**src/rtl/div_unit.sv**
```systemverilog
// Multi-cycle restoring divider for DIV/DIVU: one quotient bit per cycle, result written
// to HI/LO as {remainder, quotient}. Stalls EX while iterating; flush aborts without a write.
module div_unit #(
    parameter int unsigned WIDTH = 32
) (
    input  logic               clk,
    input  logic               rst_n,
    input  logic               start,
    input  logic               flag_unsigned,
    input  logic [WIDTH-1:0]   dividend,
    input  logic [WIDTH-1:0]   divisor,
    input  logic               cancel,
    output logic               busy,
    output logic               done,
    output logic               we_hilo,
    output logic [2*WIDTH-1:0] hilo_o
);

    localparam int unsigned CW = (WIDTH > 1) ? $clog2(WIDTH) : 1;

    typedef enum logic [1:0] {StIdle, StCalc, StDone, StDzero} state_e;

    state_e             state_q, state_d;
    logic [CW-1:0]      cnt_q, cnt_d;
    logic [WIDTH-1:0]   rem_q, rem_d;
    logic [WIDTH-1:0]   quo_q, quo_d;
    logic [WIDTH-1:0]   div_q, div_d;
    logic               q_neg_q, q_neg_d;
    logic               r_neg_q, r_neg_d;
    logic [2*WIDTH-1:0] hilo_q, hilo_d;

    logic               dvd_neg, dsr_neg;
    logic [WIDTH-1:0]   dvd_abs, dsr_abs;
    logic [WIDTH:0]     shifted, trial;
    logic [WIDTH-1:0]   rem_step, quo_step;
    logic [WIDTH-1:0]   rem_fin, quo_fin;

    always_comb begin
        dvd_neg  = !flag_unsigned && dividend[WIDTH-1];
        dsr_neg  = !flag_unsigned && divisor[WIDTH-1];
        dvd_abs  = dvd_neg ? (~dividend + 1'b1) : dividend;
        dsr_abs  = dsr_neg ? (~divisor + 1'b1) : divisor;

        // Restoring step: trial subtract on WIDTH+1 bits, sign bit selects restore.
        shifted  = {rem_q, quo_q[WIDTH-1]};
        trial    = shifted - {1'b0, div_q};
        rem_step = trial[WIDTH] ? shifted[WIDTH-1:0] : trial[WIDTH-1:0];
        quo_step = {quo_q[WIDTH-2:0], ~trial[WIDTH]};
        rem_fin  = r_neg_q ? (~rem_step + 1'b1) : rem_step;
        quo_fin  = q_neg_q ? (~quo_step + 1'b1) : quo_step;

        state_d  = state_q;
        cnt_d    = cnt_q;
        rem_d    = rem_q;
        quo_d    = quo_q;
        div_d    = div_q;
        q_neg_d  = q_neg_q;
        r_neg_d  = r_neg_q;
        hilo_d   = hilo_q;

        unique case (state_q)
            StIdle: begin
                if (start) begin
                    q_neg_d = dvd_neg ^ dsr_neg;
                    r_neg_d = dvd_neg;
                    quo_d   = dvd_abs;
                    div_d   = dsr_abs;
                    rem_d   = '0;
                    cnt_d   = '0;
                    if (divisor != '0) begin
                        state_d = StCalc;
                    end else begin
                        state_d = StDzero;
                        hilo_d  = {dividend, {WIDTH{1'b1}}};
                    end
                end
            end
            StCalc: begin
                rem_d = rem_step;
                quo_d = quo_step;
                cnt_d = cnt_q + 1'b1;
                if (cnt_q == CW'(WIDTH - 1)) begin
                    state_d = StDone;
                    hilo_d  = {rem_fin, quo_fin};
                end
            end
            StDone:  state_d = StIdle;
            StDzero: state_d = StIdle;
            default: state_d = StIdle;
        endcase

        // Flush wins over everything, including a result about to be presented.
        if (cancel) begin
            state_d = StIdle;
            hilo_d  = hilo_q;
        end
    end

    always_ff @(posedge clk) begin
        if (!rst_n) begin
            state_q <= StIdle;
            cnt_q   <= '0;
            rem_q   <= '0;
            quo_q   <= '0;
            div_q   <= '0;
            q_neg_q <= 1'b0;
            r_neg_q <= 1'b0;
            hilo_q  <= '0;
        end else begin
            state_q <= state_d;
            cnt_q   <= cnt_d;
            rem_q   <= rem_d;
            quo_q   <= quo_d;
            div_q   <= div_d;
            q_neg_q <= q_neg_d;
            r_neg_q <= r_neg_d;
            hilo_q  <= hilo_d;
        end
    end

    always_comb begin
        busy    = rst_n && ((state_q == StIdle && start && !cancel) || state_q == StCalc);
        done    = rst_n && !cancel && (state_q == StDone || state_q == StDzero);
        we_hilo = done;
        hilo_o  = hilo_q;
    end

endmodule

```
**config.mk**
```make
export PLATFORM = sky130hd
export DESIGN_NAME = div_unit
export DESIGN_NICKNAME = d
export VERILOG_FILES = /design/src/rtl/div_unit.sv
export SDC_FILE = /design/constraint.sdc
export NUM_CORES = 1
export LEC_CHECK = 0
export BUFFER_PORTS_ARGS = -buffer_cell sky130_fd_sc_hd__buf_2
export CAP_MARGIN = 10
export CORE_MARGIN = 4
export CORE_UTILIZATION = 64
export DETAILED_ROUTE_END_ITERATION = 12
export PLACE_DENSITY = 0.84
export RECOVER_POWER = 100
export SLEW_MARGIN = 15
export SYNTH_ARGS = -nofsm -noshare
export SYNTH_HDL_FRONTEND = slang
export SYNTH_SLANG_ARGS = --single-unit
export TNS_END_PERCENT = 5
```
**constraint.sdc**
```tcl
create_clock -name clk -period 10.8 [get_ports clk]
set_input_delay 1.62 -clock clk [delete_from_list [all_inputs] [get_ports clk]]
set_output_delay 1.62 -clock clk [all_outputs]
set_load 0.05 [all_outputs]
```
==> metrics.md, run 1 <==
| Metric | Value |
|---|---|
| Post_cts resized | 0 |
| Worst R2R End | hilo_o[62] |
| CP Class | reg -> reg |
| Req. time, crit path | 10.90 ns |
| Hold Crit Endpoint | hilo_o[35] |
| Largest fanout on the critical path | 65 |
| TritonCTS clock tree | yes |
| Gate count after technology mapping | 1554 |
| Power Total | 1.59 mW |
| Dpl hpwl | 26.7 mm |
| Buffers on Ports | 135 |
| Worst Skew | 0.00950 ns |
| Final Hold Vio Count | 0 |
| Fill cells | 1535 |
| Pleak | 4.81 nW |
| # Post-CTS Setup Buffers | 0 |
| Yosys cell types | 80 |
| Cell count after placement | 1825 |
| Syn Nets | 1662 |
| Syn Area/Cell | 7.55 um^2 |
| H-Tree Depth | 4 |
| Final Non-Filler Cells | 1856 |
| Layout Nets | 1723 |
| Setup violators final | 0 |
| Ys async rst share | 0 |
| Final Cycle Share | 0.669 |
| Clock buffer depth | 2 |
| Min Tclk post-route | 7.23 ns |
| Initial Utilization | 0.651 |
| Max-Cap Viols | 6 |
| Initial antenna violation count | 0 |
| HP Start | hilo_o[35] |
| Total global-route track usage | 0.344 |
| Core Area | 0.0180 mm^2 |
| Cts-stage hold buffer count | 0 |
| Worst slew pin tran | 4.04 ns |
| Worst setup EP type | flop |
| Residual DRC count | 0 |
| Drt first pass iters | 7 |
| Row count | 49 |
| Failing checks | capacitance limit, slew limit |
| Vias in the first global route | 11100 |
| RSZ-0062 raised after global routing | false |
| Sequential area share after synthesis | 0.288 |
| FMAX | 138 MHz |
| First DRT Iteration DRCs | 1233 |
| Status | complete, but fails checks |
| Vias per std cell | 6.61 |
| Gp weighted congestion | 1.02 |
| Hold path cells | 2 |
| Layout cell share with drive strength beyond 1 | 0.0891 |
| Synth Cell Area | 0.0117 mm^2 |
| Congestion Overflow GR | 0 |
| Multi-input logic area | 0.00773 mm^2 |
| Clock root buffer | clkbuf_16 |
| Via count | 12300 |
| Pin count of the biggest net entering global routing | 82 |
| Number of synthesized register bits | 169 |
| Area growth, synth to finish | 9.53% |
| Die area | 0.0206 mm^2 |
| Die W | 143 um |
| Antenna cell count | 0 |
| Io pins | 136 |
| R2R depth | 22 |
| Crit start category | flop |
| CTS buffer count | 17 |
| CTS Sinks | 169 |
| Synth warnings | 0 |
| Reg area | 0.00338 mm^2 |
| Pwr Density | 124 mW/mm^2 |
| Clk_lat worst skew | 0.44 ns |
| Clock-pin slew on the worst setup and hold paths | 0.07 ns |
| Slew headroom | -1.70 |
| Arrival time at the worst endpoint | 7.33 ns |
| Routed wire length | 36.6 mm |
| Hold/Removal Path Class | reg -> reg |
| Final Max Slew Viols | 297 |
| Reg2reg start | div_q[7] |
| First-pass GRT wire length | 56.9 mm |
| R2R Setup Slk | 3.57 ns |
| DR WL/cell | 19.7 um |
| Hold_ws | 0.456 ns |
| Main synth FF type | dfxtp_1 |
| Die height | 143 um |
| Setup Total Neg Slack | 0 ns |
| EDFF count, synth | 0 |
| Worst vdd ir | 0.131 mV |
| Post-DRT Antenna Nets | 0 |
[placed cells by master, fill, tap and decap left out, types with 9 or more instances in the layout]
cell type and count:
nand4_1 20, mux2i_1 25, nand2_1 138, a31oi_1 24
o21ai_1 9, o41ai_1 12, nor3_1 37, a311oi_1 20
and3_1 19, o31ai_1 17, o211ai_1 11, dfxtp_1 169
clkbuf_16 17, a21oi_1 152, xor2_1 66, nor2_1 151
o221ai_1 18, nand3_1 18, buf_4 9, ha_1 38
a21o_1 11, and2_1 14, xnor2_1 54, or3_1 30
nor4_1 14, clkbuf_1 74, inv_1 53, o21ai_0 140
a211oi_1 44, nor2b_1 11, buf_2 65
[area by class of cell]
cell class | count | share of cell area
multi-input combinational | 1224 | 0.601
sequential | 169 | 0.263
timing repair buffer | 148 | 0.0522
clock buffer | 18 | 0.0342
tap | 229 | 0.0223
inverter | 55 | 0.0161
clock inverter | 13 | 0.0109
[worst max path at each step]
stage	depth (start not counted)	slack [ns]	to	start
after floorplan	5	5.40	we_hilo	rst_n
after global placement	22	5.09	hilo_o[54]	quo_q[31]
after detailed placement	21	4.79	hilo_o[62]	quo_q[31]
after CTS	21	4.74	hilo_o[62]	quo_q[31]
after global routing	22	3.17	hilo_o[62]	div_q[26]
final	22	3.57	hilo_o[62]	div_q[7]
[logic make-up (layout without fill, tap and decap cells)]
kind of cell | after synthesis | in the layout | synth area share
and+or+nand+nor | 496 | 496 | 0.201
buffers and inverters | 161 | 234 | 0.0547
muxes | 32 | 32 | 0.0280
DFF | 169 | 169 | 0.288
AOI/OAI and AO/OA | 537 | 537 | 0.297
adders and majority gates | 39 | 39 | 0.0422
xor gates and xnor gates | 120 | 120 | 0.0896
[synth_stat cells, types with 8 or more instances]
master	count	area, um^2
dfxtp_1	169	3380
nor4_1	14	87.6
o21ai_1	10	50.1
buf_1	11	41.3
or3_1	30	188
a311oi_1	20	175
xnor2_1	54	473
ha_1	38	475
nand2b_1	8	50.1
nor2_1	154	578
and3_1	19	119
o211ai_1	11	82.6
nand3_1	18	90.1
a31oi_1	24	150
mux2i_1	25	250
and2_1	15	93.8
nand4_1	20	125
o41ai_1	12	105
inv_1	53	199
a211oi_1	44	330
o21ai_0	139	696
a21oi_1	152	761
a21o_1	11	82.6
xor2_1	66	578
buf_2	18	90.1
o31ai_1	16	120
o221ai_1	18	158
nand2_1	138	518
clkbuf_1	74	278
nor2b_1	12	75.1
nor3_1	37	185
[per-layer routing]
metal | up-vias | part of all wire | track usage
met1 | 5727 | 0.43 | 0.478
met4 | 0 | 0.033 | 0.115
li1 | 5810 | - | -
met3 | 100 | 0.092 | 0.0616
met2 | 638 | 0.45 | 0.541
met5 | - | 0 | 0
[metrics by stage]
step	cell area, um^2	util	worst slack (ns)
2_1_floorplan	11700	-	5.40
4_1_cts	13000	0.719	4.74
3_5_place_dp	12400	0.687	4.79
6_report	12900	0.713	3.57
5_1_grt	12900	0.713	3.17
3_3_place_gp	12400	0.687	5.09
[sequential cells by signal (all words and copies together) (netlist names)]
signal	cells
hilo_o	64
div_q	32
cnt_q	5
state_q	2
r_neg_q	1
q_neg_q	1
quo_q	32
rem_q	32
[power by group]
| group | internal (mW) | switching, mW | total [mW] |
|---|---|---|---|
| clock | 0.330 | 0.283 | 0.613 |
| combinational | 0.109 | 0.198 | 0.307 |
| sequential | 0.645 | 0.0242 | 0.669 |
[worst max-delay path, cell delays in order (launching register included)]
cell and delay [ns]:
dfxtp_1 0.41, inv_1 0.07, ha_1 0.43, nand2_1 0.11, a21oi_1 0.41, nand3_1 0.23, a21oi_1 0.22, o21ai_0 0.53
and2_4 0.62, inv_1 0.16, clkbuf_1 1.13, nor2_1 0.07, a21oi_1 0.22, ha_1 0.22, inv_1 0.08, nor3b_1 0.47
nand4_1 0.24, a21oi_1 0.24, a41o_1 0.15, nand4_1 0.21, o31ai_1 0.39, xnor2_1 0.16, a221oi_1 0.10
(Power assumes the default switching activity.)
==> run 2: changes to the inputs <==
--- a/config.mk
+++ b/config.mk
@@ -8,9 +8,9 @@
 export BUFFER_PORTS_ARGS = -buffer_cell sky130_fd_sc_hd__buf_2
 export CAP_MARGIN = 10
 export CORE_MARGIN = 4
-export CORE_UTILIZATION = 64
+export CORE_UTILIZATION = 54
 export DETAILED_ROUTE_END_ITERATION = 12
-export PLACE_DENSITY = 0.84
+export PLACE_DENSITY = 0.76
 export RECOVER_POWER = 100
 export SLEW_MARGIN = 15
 export SYNTH_ARGS = -nofsm -noshare
==> constraint.sdc (replaced) <==
create_clock -name clk -period 6.4 [get_ports clk]
set_input_delay 0.96 -clock clk [delete_from_list [all_inputs] [get_ports clk]]
set_output_delay 0.96 -clock clk [all_outputs]
set_load 0.05 [all_outputs]
==> run 2 against run 1 <==
Compared with the run above:
- clock power is 71% higher
- setup slack got worse by 2.8 ns
- die area rose by 17%
- the flow still finishes with violations (capacitance limit, slew limit)
- final area increased by 0.57%
- routed wire length increased by 2.8%
- sequential cell count did not move
- total power increased by 70%
- clock skew rose by 0.0035 ns
- worst hold slack got worse by 0.0053 ns
==> metrics.md, run 2 (synthesis results as in run 1) <==
| Metric | Value |
|---|---|
| Status | complete, but fails checks |
| Failing checks | capacitance limit, slew limit |
| Worst vdd ir | 0.157 mV |
| Largest fanout on the critical path | 13 |
| Top layer in use | met5 |
| CTS buffer count | 17 |
| Cell count after placement | 1872 |
| Pre-CTS setup slack | 1.22 ns |
| Most frequent cells in the layout | dfxtp_1, a21oi_1, nor2_1 |
| Area growth, synth to finish | 10.2% |
| DR WL/cell | 19.8 um |
| Layout Nets | 1724 |
| Final Cycle Share | 0.887 |
| Worst path cell trace | inv_1 > ha_1 > inv_1 > fa_1 > a211oi_1 > o211ai_2 > nand3_1 > a21oi_1 > o21ai_1 > and2_4 > mux2i_1 > ha_1 > inv_1 > nor3b_1 > clkbuf_1 > nand4_1 > a21oi_1 > a41o_1 > nand4_1 > o31ai_1 > xnor2_1 > a221oi_1 |
| Drt first pass iters | 5 |
| Initial antenna violation count | 1 |
| Gp weighted congestion | 0.974 |
| Pleak | 4.83 nW |
| First-pass GRT wire length | 58.8 mm |
| Clock root buffer | clkbuf_16 |
| Buffers on Ports | 135 |
| FMAX | 176 MHz |
| Max-Cap Viols | 4 |
| Die area | 0.0242 mm^2 |
| CP Class | reg -> reg |
| Total global-route track usage | 0.299 |
| Vias in the first global route | 11100 |
| Congestion Overflow GR | 0 |
| Metal3 WL | 2.97 mm |
| Die W | 155 um |
| Post-DRT Antenna Nets | 0 |
| Vias per std cell | 6.38 |
| Clk_lat worst skew | 0.44 ns |
| Slew headroom | -1.63 |
| Final Non-Filler Cells | 1904 |
| # Post-CTS Setup Buffers | 0 |
| Crit path max-delay cell type | o21ai_1 |
| Hold/Removal Path Class | reg -> reg |
| M1 WL | 16.4 mm |
| Final Max Slew Viols | 221 |
| First DRT Iteration DRCs | 1137 |
| H-Tree Depth | 4 |
| Cell mode on critical path | inv_1 |
| Worst setup EP type | flop |
| Core Area | 0.0212 mm^2 |
| Final Hold Vio Count | 0 |
| Max stage delay on crit path | 0.72 ns |
| Initial Utilization | 0.553 |
| TritonCTS clock tree | yes |
| Setup Total Neg Slack | 0 ns |
| Row count | 53 |
| Pwr Density | 209 mW/mm^2 |
| Worst Slack Setup Final | 0.726 ns |
| Clock buffer depth | 2 |
| Layout Utilization | 0.609 |
| Residual DRC count | 0 |
| Min Tclk post-route | 5.67 ns |
| Routed wire length | 37.7 mm |
| Die height | 155 um |
| Req. time, crit path | 6.50 ns |
| Clock-pin slew on the worst setup and hold paths | 0.07 ns |
| Dpl hpwl | 27.7 mm |
| Largest register FFs | 64 |
| Most common cell after layout, fill and taps aside | dfxtp_1 |
| Arrival time at the worst endpoint | 5.78 ns |
| Crit start category | flop |
| Layout cell share with drive strength beyond 1 | 0.0902 |
| Antenna cell count | 0 |
| Worst Skew | 0.0130 ns |
| Pin count of the biggest net entering global routing | 82 |
| Io pins | 136 |
| CTS Sinks | 169 |
| Hold path cells | 2 |
| Hold_ws | 0.450 ns |
| Worst slew pin tran | 3.94 ns |
| Met2 wire len | 17.1 mm |
| RSZ-0062 raised after global routing | false |
| R2R depth | 22 |
| Setup violators final | 0 |
| Via count | 12100 |
| Post_cts resized | 0 |
| Cts-stage hold buffer count | 0 |
[run 2: cell count changes in the layout (fill, tap and decap cells not counted), sizes merged]
cell | before | now
inv | 58 | 61
clkinv | 7 | 4
buf | 74 | 76
clkinvlp | 2 | 3
clkbuf | 92 | 91
[run 2: through the flow]
step	power [mW]	cell area [um^2]
after floorplan	1.50	11700
after global placement	1.65	12500
after detailed placement	1.65	12500
after CTS	2.70	13000
after global routing	2.80	12900
final	2.70	12900
[run 2: final timing paths]
kind                end       from  slack (ns)
max          hilo_o[62]  quo_q[31]        0.73
min           div_q[25]  div_q[25]        0.45
min reg2reg   div_q[25]  div_q[25]        0.45
max reg2reg  hilo_o[62]  quo_q[31]        0.73
[run 2: critical path, delay by kind of cell (launching register included)]
kind            cells  cell delay (ns)
mux                 1             0.27
xor+xnor            1             0.15
compound gates      8             2.25
simple gates        5             1.12
fa+ha+maj           3             0.80
flops               1             0.34
buf+inv             4             0.41
[run 2: cell type report]
cell class	instances	area [um^2]
clock buffer	18	439
fill	2032	8290
sequential	169	3380
clock inverter	14	155
multi-input combinational	1224	7720
tap	275	344
inverter	55	206
timing repair buffer	149	681
[run 2: per-layer routing]
| layer | vias to the layer above | track usage |
|---|---|---|
| met1 | 5670 | 0.422 |
| li1 | 5810 | - |
| met2 | 577 | 0.473 |
| met4 | 2 | 0.0984 |
| met3 | 81 | 0.0409 |
| met5 | - | 0 |
[run 2: power breakdown]
| part | internal (mW) | switching (mW) | leakage [nW] |
|---|---|---|---|
| combinational | 0.183 | 0.334 | 3.17 |
| clock | 0.564 | 0.491 | 0.283 |
| sequential | 1.09 | 0.0390 | 1.38 |
==> run 3: changes to the inputs <==
--- a/config.mk
+++ b/config.mk
@@ -5,7 +5,7 @@
 export SDC_FILE = /design/constraint.sdc
 export NUM_CORES = 1
 export LEC_CHECK = 0
-export BUFFER_PORTS_ARGS = -buffer_cell sky130_fd_sc_hd__buf_2
+export BUFFER_PORTS_ARGS = -buffer_cell sky130_fd_sc_hd__clkbuf_2
 export CAP_MARGIN = 10
 export CORE_MARGIN = 4
 export CORE_UTILIZATION = 54
==> run 3 against run 2 <==
Compared with the run above:
- the flow still finishes with violations (capacitance limit, slew limit)
- final area barely moved
- clock skew rose by 0.0052 ns
- via count fell by 1.1%
- total power fell by 0.90%
- clock-buffer cell count fell by 1
- setup slack improved by 0.066 ns
- largest cell class unchanged
- largest power group unchanged
==> metrics.md, run 3 (synthesis results as in run 1) <==
| Metric | Value |
|---|---|
| Die area | 0.0242 mm^2 |
| Crit path max-delay cell type | o21ai_1 |
| Delay-heaviest family, CP | compound AO/OA/AOI/OAI gates |
| Dpl hpwl | 27.8 mm |
| Setup violators final | 0 |
| Cell mode on critical path | inv_1 |
| Row count | 53 |
| CP Class | reg -> reg |
| Cts-stage hold buffer count | 0 |
| H-Tree Depth | 4 |
| Gp weighted congestion | 0.972 |
| Die W | 155 um |
| TritonCTS clock tree | yes |
| Slew headroom | -1.61 |
| Final Hold Vio Count | 0 |
| Clock-pin slew on the worst setup and hold paths | 0.07 ns |
| Largest register FFs | 64 |
| Min Tclk post-route | 5.61 ns |
| HP Start | div_q[25] |
| Antenna cell count | 0 |
| Share of total power in combinational logic | 0.193 |
| Layout cell share with drive strength beyond 1 | 0.0909 |
| Io pins | 136 |
| Reg2reg start | quo_q[31] |
| Hold path cells | 2 |
| Max-Cap Viols | 4 |
| Core Area | 0.0212 mm^2 |
| P_int | 1.79 mW |
| Failing checks | capacitance limit, slew limit |
| Clock buffer depth | 2 |
| Area growth, synth to finish | 10.1% |
| Layout Nets | 1724 |
| Worst Skew | 0.0183 ns |
| Worst setup EP type | flop |
| Pleak | 4.85 nW |
| Initial antenna violation count | 0 |
| Worst vdd ir | 0.173 mV |
| R2R depth | 22 |
| Crit path launch | quo_q[31] |
| Status | complete, but fails checks |
| Psw | 0.883 mW |
| FMAX | 178 MHz |
| Most frequent cells in the layout | dfxtp_1, a21oi_1, nor2_1 |
| First DRT Iteration DRCs | 1043 |
| CTS buffer count | 17 |
| Arrival time at the worst endpoint | 5.71 ns |
| Worst R2R End | hilo_o[62] |
| Share of power burned in registers | 0.421 |
| # Post-CTS Setup Buffers | 0 |
| Switching part of the total | 0.330 |
| Post_cts resized | 0 |
| Most common cell after layout, fill and taps aside | dfxtp_1 |
| Hold Crit Endpoint | div_q[25] |
| Post-DRT Antenna Nets | 0 |
| Worst path cell trace | inv_1 > ha_1 > inv_1 > fa_1 > a211oi_2 > o211ai_2 > nand3_1 > a21oi_1 > o21ai_1 > and2_4 > mux2i_1 > ha_1 > inv_1 > nor3b_1 > clkbuf_1 > nand4_1 > a21oi_1 > a41o_1 > nand4_1 > o31ai_1 > xnor2_1 > a221oi_1 |
| Crit start category | flop |
| Buffers on Ports | 135 |
| Final Instance Area | 0.0129 mm^2 |
| Hold/Removal Path Class | reg -> reg |
| Congestion Overflow GR | 0 |
| Clk_lat worst skew | 0.45 ns |
| Final Max Slew Viols | 222 |
| RSZ-0062 raised after global routing | false |
| Worst slew pin tran | 3.91 ns |
| Residual DRC count | 0 |
| Post-Place Cell Area | 0.0125 mm^2 |
| Initial Utilization | 0.553 |
| Via count | 12000 |
| Vias per std cell | 6.31 |
| Routed wire length | 37.2 mm |
| First-pass GRT wire length | 59.0 mm |
| WP buf/inv | 4 |
| Power Total | 2.68 mW |
| Clock Power Share | 0.385 |
| Layout Utilization | 0.609 |
| Final Cycle Share | 0.876 |
| Pwr Density | 207 mW/mm^2 |
| Die height | 155 um |
| Pin count of the biggest net entering global routing | 81 |
| Largest fanout on the critical path | 13 |
| Clock root buffer | clkbuf_16 |
| DR WL/cell | 19.5 um |
| Req. time, crit path | 6.50 ns |
| Vias in the first global route | 11000 |
| Max stage delay on crit path | 0.71 ns |
| Drt first pass iters | 5 |
| Total global-route track usage | 0.300 |
| Setup Total Neg Slack | 0 ns |
| R2R Setup Slk | 0.79 ns |
| CTS Sinks | 169 |
-- run 3: final cells by class --
cell class                      instances  area [um^2]
Multi-Input combinational cell       1224         7730
Tap cell                              275          344
Fill cell                            1981         8300
Sequential cell                       169         3380
Clock inverter                         15          149
Inverter                               55          206
Clock buffer                           17          425
Timing Repair Buffer                  149          684
-- run 3: power by group through the flow --
stage | Combinational (mW) | Sequential [mW] | Clock [mW]
global route | 0.567 | 1.13 | 1.08
detailed placement | 0.504 | 1.15 | 0
floorplan | 0.364 | 1.14 | 0
global placement | 0.500 | 1.15 | 0
finish | 0.517 | 1.13 | 1.03
CTS | 0.508 | 1.13 | 1.04
-- run 3: how the worst max path moves through the flow --
stage,endpoint,cells past startpoint
5_1_grt,hilo_o[62],23
3_5_place_dp,hilo_o[62],22
4_1_cts,hilo_o[62],22
2_1_floorplan,hilo_o[62],25
3_3_place_gp,hilo_o[62],25
6_report,hilo_o[62],22
-- run 3: worst reg2reg max path, cell delays in order, from the launching register on --
cell      delay, ns
dfxtp_1        0.34
inv_1          0.06
ha_1           0.16
inv_1          0.05
fa_1           0.42
a211oi_2       0.27
o211ai_2       0.19
nand3_1        0.20
a21oi_1        0.11
o21ai_1        0.71
and2_4         0.37
mux2i_1        0.29
ha_1           0.22
inv_1          0.07
nor3b_1        0.17
clkbuf_1       0.23
nand4_1        0.14
a21oi_1        0.27
a41o_1         0.17
nand4_1        0.24
o31ai_1        0.36
xnor2_1        0.15
a221oi_1       0.09
-- run 3: metrics by stage --
step,hold WS [ns],worst slack [ns],cells
2_1_floorplan,0.432,1.70,1554
3_3_place_gp,0.440,1.33,1872
3_5_place_dp,0.448,1.17,1872
4_1_cts,0.456,1.07,1904
5_1_grt,0.483,0.274,1904
6_report,0.450,0.792,1904
-- run 3: metal layers --
layer | vias up | share of wire | global-route usage
met5 | - | 0 | 0
met4 | 0 | 0.024 | 0.0859
met3 | 73 | 0.079 | 0.0503
met2 | 501 | 0.46 | 0.475
met1 | 5610 | 0.44 | 0.422
li1 | 5821 | - | -
